## config.mk

```make
export PLATFORM = sky130hd
export DESIGN_NAME = simple_bus_exec
export DESIGN_NICKNAME = d
export VERILOG_FILES = /design/src/rtl/simple_bus_pkg.sv /design/src/rtl/simple_bus_alu.sv /design/src/rtl/simple_bus_exec.sv
export SDC_FILE = /design/constraint.sdc
export NUM_CORES = 1
export LEC_CHECK = 0
export BUFFER_PORTS_ARGS = -buffer_cell sky130_fd_sc_hd__buf_4
export CORE_ASPECT_RATIO = 0.9
export CORE_UTILIZATION = 50
export CTS_BUF_LIST = sky130_fd_sc_hd__clkbuf_8 sky130_fd_sc_hd__clkbuf_16
export CTS_CLUSTER_DIAMETER = 150
export DETAILED_ROUTE_END_ITERATION = 10
export GPL_TIMING_DRIVEN = 1
export HOLD_SLACK_MARGIN = 0.03
export PLACE_DENSITY = 0.71
export SETUP_SLACK_MARGIN = 0.05
export SYNTH_ARGS = -nofsm -noshare
export SYNTH_HDL_FRONTEND = slang
export SYNTH_SLANG_ARGS = --single-unit
```

## constraint.sdc

```tcl
create_clock -name clk -period 3.2 [get_ports clk]
set_input_delay 0.16 -clock clk [delete_from_list [all_inputs] [get_ports clk]]
set_output_delay 0.16 -clock clk [all_outputs]
set_load 0.1 [all_outputs]
```

## src/rtl/simple_bus_pkg.sv

```systemverilog
// Shared types and constants for the simple bus command executor.
// Holds the opcode and FSM state encodings plus a legality helper.
package simple_bus_pkg;

    localparam int ACC_W = 16;

    typedef enum logic [3:0] {
        CMD_NOP  = 4'd0,
        CMD_LOAD = 4'd1,
        CMD_ADD  = 4'd2,
        CMD_SUB  = 4'd3,
        CMD_AND  = 4'd4,
        CMD_OR   = 4'd5,
        CMD_XOR  = 4'd6,
        CMD_SHL  = 4'd7,
        CMD_CLR  = 4'd8,
        CMD_WAIT = 4'd9
    } cmd_e;

    typedef enum logic [1:0] {
        ST_IDLE = 2'd0,
        ST_EXEC = 2'd1,
        ST_WAIT = 2'd2,
        ST_DONE = 2'd3
    } state_e;

    // Opcodes 10..15 have no defined operation.
    function automatic logic cmd_is_legal(input logic [3:0] cmd);
        return (cmd <= 4'd9);
    endfunction

endpackage

```

## src/rtl/simple_bus_alu.sv

```systemverilog
// Combinational next-accumulator computation for one opcode.
// Arithmetic is modulo 2^ACC_W; NOP, WAIT and illegal opcodes pass acc through.
module simple_bus_alu
    import simple_bus_pkg::*;
(
    input  logic [3:0]       cmd_i,
    input  logic [ACC_W-1:0] acc_i,
    input  logic [ACC_W-1:0] saddr_i,
    output logic [ACC_W-1:0] acc_o
);

    // Opcode decode to the next accumulator value.
    always_comb begin
        acc_o = acc_i;
        case (cmd_i)
            CMD_LOAD: acc_o = saddr_i;
            CMD_ADD:  acc_o = acc_i + saddr_i;
            CMD_SUB:  acc_o = acc_i - saddr_i;
            CMD_AND:  acc_o = acc_i & saddr_i;
            CMD_OR:   acc_o = acc_i | saddr_i;
            CMD_XOR:  acc_o = acc_i ^ saddr_i;
            CMD_SHL:  acc_o = acc_i << saddr_i[3:0];
            CMD_CLR:  acc_o = {ACC_W{1'b0}};
            default:  acc_o = acc_i;
        endcase
    end

endmodule

```

## src/rtl/simple_bus_exec.sv

```systemverilog
// Single-command executor: accepts a command in IDLE, applies it to acc,
// optionally waits n cycles, then pulses done (and err for illegal opcodes).
module simple_bus_exec
    import simple_bus_pkg::*;
#(
    parameter int WAIT_W = 8
) (
    input  logic             clk,
    input  logic             rst_,
    input  logic             en,
    input  logic [3:0]       cmd,
    input  logic [ACC_W-1:0] saddr,
    output logic             done,
    output logic             err,
    output logic             busy,
    output logic [ACC_W-1:0] acc,
    output logic             ovr
);

    state_e              state_q, state_d;
    logic [3:0]          cmd_q, cmd_d;
    logic [ACC_W-1:0]    saddr_q, saddr_d;
    logic [ACC_W-1:0]    acc_q, acc_d;
    logic [WAIT_W-1:0]   cnt_q, cnt_d;
    logic                done_q, done_d;
    logic                err_q, err_d;
    logic                busy_q, busy_d;
    logic                ovr_q, ovr_d;
    logic [ACC_W-1:0]    alu_acc_s;
    logic [WAIT_W-1:0]   wait_n_s;

    simple_bus_alu u_alu (
        .cmd_i   (cmd_q),
        .acc_i   (acc_q),
        .saddr_i (saddr_q),
        .acc_o   (alu_acc_s)
    );

    assign wait_n_s = saddr_q[WAIT_W-1:0];

    // Next-state, operand capture, accumulator update and output decode.
    always_comb begin
        state_d = state_q;
        cmd_d   = cmd_q;
        saddr_d = saddr_q;
        acc_d   = acc_q;
        cnt_d   = cnt_q;
        case (state_q)
            ST_IDLE: begin
                if (en) begin
                    state_d = ST_EXEC;
                    cmd_d   = cmd;
                    saddr_d = saddr;
                end else begin
                    state_d = ST_IDLE;
                end
            end
            ST_EXEC: begin
                acc_d = alu_acc_s;
                if ((cmd_q == CMD_WAIT) && (wait_n_s != {WAIT_W{1'b0}})) begin
                    state_d = ST_WAIT;
                    cnt_d   = wait_n_s;
                end else begin
                    state_d = ST_DONE;
                end
            end
            ST_WAIT: begin
                // The EXEC edge already consumed one of the n cycles' worth of lead-in,
                // so leave when the count reaches one.
                if (cnt_q <= {{(WAIT_W-1){1'b0}}, 1'b1}) begin
                    state_d = ST_DONE;
                    cnt_d   = {WAIT_W{1'b0}};
                end else begin
                    cnt_d   = cnt_q - {{(WAIT_W-1){1'b0}}, 1'b1};
                end
            end
            ST_DONE: begin
                state_d = ST_IDLE;
            end
            default: begin
                state_d = ST_IDLE;
            end
        endcase
        done_d = (state_q == ST_DONE);
        err_d  = (state_q == ST_DONE) && !cmd_is_legal(cmd_q);
        busy_d = (state_d != ST_IDLE);
        ovr_d  = ovr_q | (en && (state_q != ST_IDLE));
    end

    // State and output registers with synchronous active-low reset.
    always_ff @(posedge clk) begin
        if (!rst_) begin
            state_q <= ST_IDLE;
            cmd_q   <= 4'd0;
            saddr_q <= {ACC_W{1'b0}};
            acc_q   <= {ACC_W{1'b0}};
            cnt_q   <= {WAIT_W{1'b0}};
            done_q  <= 1'b0;
            err_q   <= 1'b0;
            busy_q  <= 1'b0;
            ovr_q   <= 1'b0;
        end else begin
            state_q <= state_d;
            cmd_q   <= cmd_d;
            saddr_q <= saddr_d;
            acc_q   <= acc_d;
            cnt_q   <= cnt_d;
            done_q  <= done_d;
            err_q   <= err_d;
            busy_q  <= busy_d;
            ovr_q   <= ovr_d;
        end
    end

    assign done = done_q;
    assign err  = err_q;
    assign busy = busy_q;
    assign acc  = acc_q;
    assign ovr  = ovr_q;

endmodule

```

## After elaboration in Yosys (flattened, before gate mapping)

Index checks and enable logic that the tools add are counted.

| storage, ports and cells | value |
|---|---|
| register bits after elaboration | 50 |
| output and inout port bits | 20 |

| operators by class | value |
|---|---|
| $lt $le $gt $ge | 2 |
| equality and inequality tests | 13 |
| shift operators | 1 |
| muxes and demuxes | 8 |
| bitwise operators | 4 |
| add/subtract/negate cells | 3 |
| reduce and logical (&&, ||, !) cells | 13 |

Operators by type and width:

| cell | count |
|---|---|
| one-hot mux 16 bit (8 select lines) | 1 |
| adder 16 bit | 1 |
| bitwise AND 16 bit | 1 |
| == test 4 x 3 -> 1 bit, second input constant | 4 |
| two-way mux 8 bit | 2 |
| OR 16 bit | 1 |
| one-hot mux 8 bit (2 select lines) | 1 |
| nonzero test 8 bit | 2 |
| << shifter 16 x 4 -> 16 bit | 1 |
| subtractor 16 bit | 1 |
| bitwise XOR 16 bit | 1 |
| == test 4 x 2 -> 1 bit, second input constant | 2 |
| == test 4 bit, second input constant | 2 |
| less-or-equal comparator 8 x 1 -> 1 bit, second input constant | 1 |
| one-hot mux 2 bit (4 select lines) | 1 |
| subtractor 8 x 1 -> 8 bit, second input constant | 1 |
| AND reduction 2 bit | 3 |
| nonzero test 2 bit | 3 |
| == test 2 bit, second input constant | 2 |
| == test 4 x 1 -> 1 bit, second input constant | 1 |
| less-or-equal comparator 4 bit, second input constant | 1 |
| logical AND 1 bit | 3 |
| == test 2 x 1 -> 1 bit, second input constant | 1 |
| logical NOT 2 bit | 1 |
| 5 further kinds | 6 |

## Logic depth before layout (Yosys ltp)

| logic depth | value |
|---|---|
| depth after elaboration | 5 |
| mapped depth | 15 |

## Modules after synthesis

A second synthesis with hierarchy kept.

| second synthesis, totals | value |
|---|---|
| cell total of the unflattened synthesis | 640 |
| area, all modules | 5,066.1 µm² |

By module, submodules not included:

| module | cells each | times used | area an instance (µm²) | seq. area each (µm²) |
|---|---|---|---|---|
| simple_bus_alu | 397 | 1 | 2,917.8 | 0.0 |
| simple_bus_exec | 243 | 1 | 2,148.3 | 1,001.0 |

## Worst setup path before layout

OpenSTA, ideal clock, no wires.

| timing | value |
|---|---|
| path kind | register to register |
| from | register cmd_q[2] |
| to | register acc_q[11], in the netlist acc[11] |
| stages on the path, launching flop included | 13 |
| data arrival time | 2,870 ps |
| required time | 3,085 ps |
| library setup time | 115 ps |
| path slack | 215 ps |
| period minus slack after synthesis | 2,985 ps |
| cell sequence | dfxtp_1 -> buf_2 -> nor3_1 -> clkbuf_1 -> a31oi_1 -> xnor2_1 -> ha_1 -> a21o_1 -> nand2b_1 -> o2111ai_1 -> a21oi_1 -> xor2_1 -> o21a_1 |

| between the ends | value |
|---|---|
| cells in the longest elaborated chain, start to end | 3 |
| elaborated cells between the ends (all ways) | 11 |
| those cells by class | 8 x eq/ne; 1 x mux; 2 x reduce/logical |

RTL lines:

| what | line | text |
|---|---|---|
| start: declaration | simple_bus_exec.sv:21 | `logic [3:0] cmd_q, cmd_d;` |
| start signal: assignment | simple_bus_exec.sv:104 | `cmd_q <= cmd_d;` |
| == test 4 x 1 -> 1 bit, or another cell as far along | simple_bus_alu.sv:15 | `case (cmd_i)` |
| nonzero test 8 bit (no source line) | - |  |
| AND reduction 2 bit (no source line) | - |  |
| end signal: assignment | simple_bus_exec.sv:96 | `acc_q <= {ACC_W{1'b0}};` |
| end: declaration | simple_bus_exec.sv:23 | `logic [ACC_W-1:0] acc_q, acc_d;` |

Parallel ways exist; a longest one is shown, timed or not.
A chain may end at the register's enable or synchronous reset.

## Worst setup path after layout

| timing | value |
|---|---|
| from | register saddr_q[4] |
| to | register acc_q[14], in the netlist acc[14] |

| between the ends | value |
|---|---|
| cells in the longest elaborated chain, start to end | 2 |
| elaborated cells between the ends (all ways) | 3 |
| those cells by class | 2 x add/sub; 1 x mux |

RTL lines:

| what | line | text |
|---|---|---|
| start: declaration | simple_bus_exec.sv:22 | `logic [ACC_W-1:0] saddr_q, saddr_d;` |
| start signal: assignment | simple_bus_exec.sv:95 | `saddr_q <= {ACC_W{1'b0}};` |
| start signal: assignment | simple_bus_exec.sv:105 | `saddr_q <= saddr_d;` |
| subtractor 16 bit / adder 16 bit (equally long branches) | simple_bus_alu.sv:18, simple_bus_alu.sv:17 |  |
| one-hot mux 16 bit (8 select lines) * | simple_bus_alu.sv:15 |  |

Mark *: on every way between the ends. The rest lies on a longest branch, timed or not.

==> impl_metrics.prom <==
# TYPE chip_impl_metric gauge
chip_impl_metric{name="routedWlPerCell",unit="µm"} 20.0
chip_impl_metric{name="synth_warnings",unit=""} 0
chip_impl_metric{name="critical_path.max_fanout",unit=""} 7
chip_impl_metric{name="area_inside_the_core_boundary",unit="µm²"} 9830
chip_impl_metric{name="overall_die_area",unit="µm²"} 10700
chip_impl_metric{name="remaining_drc_errors",unit=""} 0
chip_impl_metric{name="cp_data_required_time",unit="ns"} 3.39
chip_impl_metric{name="grt_overflow_total",unit=""} 0
chip_impl_info{name="path_cells",value="nor4_4 -> and3_2 -> a41oi_1 -> xnor2_1 -> ha_1 -> or2_2 -> a21o_1 -> a21oi_1 -> nor4_1 -> o21ai_0 -> nand4_1"} 1
chip_impl_metric{name="tritoncts.num_buffers",unit=""} 5
chip_impl_metric{name="place_area",unit="µm²"} 5600
chip_impl_metric{name="via_count_of_the_first_global_routing_pass",unit=""} 4777
chip_impl_info{name="cpMaxStageDelayCell",value="sky130_fd_sc_hd__dfxtp_1"} 1
chip_impl_info{name="layout.cells.most_common",value="sky130_fd_sc_hd__nand2_1"} 1
chip_impl_info{name="status",value="complete, no violations"} 1
chip_impl_metric{name="place_ws",unit="ns"} 0.268
chip_impl_metric{name="place.detailed.hpwl",unit="µm"} 11600
chip_impl_metric{name="dieHeight",unit="µm"} 98.1
chip_impl_metric{name="routed_via_density",unit=""} 6.41
chip_impl_metric{name="synth-seq-cells",unit=""} 50
chip_impl_metric{name="pin_count",unit=""} 43
chip_impl_metric{name="gp_routability_congestion",unit=""} 0.994
chip_impl_metric{name="dr.first_iter.drc_count",unit=""} 448
chip_impl_info{name="tritoncts",value="done"} 1
chip_impl_metric{name="syn_nets",unit=""} 722
chip_impl_metric{name="setup_viol",unit=""} 0
chip_impl_metric{name="postSynthCellCount",unit=""} 643
chip_impl_metric{name="sequential_cell_area_fraction_in_the_yosys_report",unit=""} 0.195
chip_impl_metric{name="initial_antenna_violation_count",unit=""} 0
chip_impl_metric{name="dieWidth",unit="µm"} 109
chip_impl_metric{name="worst_ir_drop_vdd",unit="V"} 0.000266
chip_impl_metric{name="cts.reportedPaths.clkPinSlew",unit="ns"} 0.07
chip_impl_metric{name="final_period_minus_worst_setup_slack",unit="ns"} 2.95
chip_impl_metric{name="stdcell_area",unit="µm²"} 5790
chip_impl_metric{name="finalClockSkew",unit="ns"} 0.0104
chip_impl_metric{name="register_area",unit="µm²"} 1000
chip_impl_metric{name="async_reset_ff_frac",unit=""} 0
chip_impl_metric{name="global_route_wire_length_before_repair",unit="µm"} 25400
chip_impl_metric{name="number_of_filler_instances_in_the_final_layout",unit=""} 895
chip_impl_info{name="ys_dominant_reg_cell",value="sky130_fd_sc_hd__dfxtp_1"} 1
chip_impl_metric{name="grt_start_max_net_pins",unit=""} 50
chip_impl_metric{name="postLayoutSetupSlackWorst",unit="ns"} 0.248
chip_impl_metric{name="slew_headroom",unit=""} 0.435
chip_impl_info{name="top_library_cells_by_usage_in_the_layout_fill_and_taps_aside",value="76 x sky130_fd_sc_hd__nand2_1, 68 x sky130_fd_sc_hd__buf_4, 55 x sky130_fd_sc_hd__ha_1, 50 x sky130_fd_sc_hd__dfxtp_1, 42 x sky130_fd_sc_hd__inv_1"} 1
chip_impl_info{name="startpoint_class",value="register"} 1
chip_impl_metric{name="cts-htree-levels",unit=""} 2
chip_impl_metric{name="max_capacitance_violation_count",unit=""} 0
chip_impl_metric{name="grt_usage",unit=""} 0.310
chip_impl_metric{name="cp.arrival",unit="ns"} 3.14
chip_impl_metric{name="cts.sink_count",unit=""} 50
chip_impl_metric{name="setup_tns",unit="ns"} 0
chip_impl_info{name="min_path_type",value="in2reg"} 1
chip_impl_metric{name="timing_worst_slew_pin_value",unit="ns"} 0.847
chip_impl_metric{name="multiInputGateArea",unit="µm²"} 3790
chip_impl_metric{name="syn_area_per_cell",unit="µm²"} 7.98
chip_impl_metric{name="dr_total_vias",unit=""} 5167
chip_impl_info{name="setup_repair_after_global_routing_missed_its_margin",value="true"} 1
chip_impl_metric{name="detailedRoute.firstPassIterationCount",unit=""} 5
chip_impl_metric{name="post-route-period-util",unit=""} 0.922
chip_impl_metric{name="final_layout_size_suffix_gt1_frac",unit=""} 0.156
chip_impl_metric{name="synth.cell_area",unit="µm²"} 5130
chip_impl_metric{name="port_buffer_count",unit=""} 42
chip_impl_metric{name="synthDistinctLibCells",unit=""} 71
chip_impl_metric{name="synth_enable_flop_cells",unit=""} 0
chip_impl_metric{name="core.rowCount",unit=""} 34
chip_impl_metric{name="flow.area_growth_from_synthesis",unit="%"} 12.9
chip_impl_info{name="buffer_cell_driving_the_clock_tree_root",value="sky130_fd_sc_hd__clkbuf_16"} 1
chip_impl_metric{name="drt.antenna.violating_nets",unit=""} 0
chip_impl_metric{name="cellLeakagePower",unit="µW"} 0.00230
chip_impl_metric{name="critical-path-max-stage-delay",unit="ns"} 0.41
chip_impl_metric{name="drt-total-wl",unit="µm"} 16100
chip_impl_metric{name="initial_core_util",unit=""} 0.522
chip_impl_metric{name="timing.fmax",unit="GHz"} 0.339
chip_impl_metric{name="layout.nets",unit=""} 759
chip_impl_metric{name="num_antenna_cells",unit=""} 0
chip_impl_info{name="critical-path-top-delay-family",value="simple AND/OR/NAND/NOR gates"} 1
chip_impl_info{name="worst_setup_path_end_kind",value="register"} 1
chip_impl_metric{name="cp.buffers_inverters",unit=""} 0
chip_impl_metric{name="power_per_cell_area",unit="nW/µm²"} 506
chip_impl_metric{name="finalHoldViolations",unit=""} 0
chip_impl_metric{name="slew_violations",unit=""} 0
chip_impl_info{name="setup_crit_path_kind",value="reg2reg"} 1
chip_impl_metric{name="worst_skew_pair.late_latency",unit="ns"} 0.30
chip_impl_metric{name="clock_path_buffers",unit=""} 2
tightest hold or removal path, delay by kind of cell:
family	cells	cell delay, ns
buf+inv	1	0.10
compound gates	1	0.06
simple gates	1	0.04
metal layers:
metal | vias to the layer above | part of all wire | GRT usage
li1 | 2414 | - | -
met1 | 2465 | 0.44 | 0.443
met2 | 262 | 0.44 | 0.461
met3 | 26 | 0.11 | 0.0714
met4 | 0 | 0.016 | 0.0884
met5 | - | 0 | 0
cell usage after synthesis, drive strengths merged (8+ instances only):
| cell | n | area, µm² |
|---|---|---|
| o211ai | 15 | 113 |
| nor2 | 33 | 124 |
| nor3 | 12 | 65.1 |
| nand3 | 13 | 65.1 |
| a21o | 10 | 75.1 |
| nand2b | 13 | 81.3 |
| dfxtp | 50 | 1000 |
| mux2i | 22 | 224 |
| ha | 55 | 688 |
| xnor2 | 21 | 184 |
| clkbuf | 18 | 68.8 |
| mux4 | 9 | 203 |
| o22ai | 12 | 75.1 |
| inv | 43 | 161 |
| o21ai | 30 | 150 |
| nor2b | 9 | 56.3 |
| and2 | 8 | 50.1 |
| o21a | 12 | 90.1 |
| a21boi | 29 | 218 |
| a31oi | 11 | 68.8 |
| buf | 20 | 128 |
| nand2 | 76 | 285 |
| a21oi | 29 | 145 |
metrics by stage:
stage,utilization,hold slack [ns],cells,total power (µW)
global route,0.590,0.129,806,3100
finish,0.590,0.114,806,2930
detailed placement,0.570,0.429,798,2250
floorplan,-,0.305,643,1890
CTS,0.587,0.115,805,2900
global placement,0.570,0.422,798,2230
path summary, 6_finish.rpt:
| check | start | to | slack [ns] | depth (start not counted) |
|---|---|---|---|---|
| max | saddr_q[4] | acc[14] | 0.25 | 11 |
| max reg2reg | saddr_q[4] | acc[14] | 0.25 | 11 |
| min reg2reg | ovr | ovr | 0.49 | 1 |
| min | saddr[15] | saddr_q[15] | 0.11 | 3 |
timing repair:
item,in CTS,in global routing
resized for setup,0,4
hold buffers,0,0
endpoints found under the hold margin,0,0
endpoints found under the setup margin,0,5
buffers inserted,0,1
where the power goes:
| group | internal [µW] | switching [µW] | leakage, µW |
|---|---|---|---|
| combinational | 574 | 935 | 0.00181 |
| clock | 387 | 249 | 0.0000829 |
| sequential | 684 | 102 | 0.000408 |
| total | 1640 | 1290 | 0.00230 |
sequential cells by signal, indices dropped and copies added (netlist names):
register / cells
err: 1
acc: 16
ovr: 1
done: 1
busy: 1
cmd_q: 4
cnt_q: 8
saddr_q: 16
state_q: 2
kinds of logic (layout without fill, tap and decap cells):
kind of cell             Yosys count  count (layout)  share of synthesized area
AND/OR/NAND/NOR                  191             191                      0.182
AO/OA/AOI/OAI                    202             202                      0.275
buffers and inverters             82             119                     0.0705
XOR/XNOR                          24              24                     0.0410
multiplexers                      38              38                     0.0985
adder cells (fa/ha/maj)           56              56                      0.138
flip-flops                        50              50                      0.195
layout make-up:
| cell class | instances | share of cell area |
|---|---|---|
| sequential | 50 | 0.173 |
| clock buffer | 6 | 0.0240 |
| inverter | 44 | 0.0285 |
| clock inverter | 1 | 0.00518 |
| timing repair buffer | 68 | 0.0881 |
| multi-input combinational | 511 | 0.654 |
| tap | 126 | 0.0272 |
(Power assumes the default switching activity.)
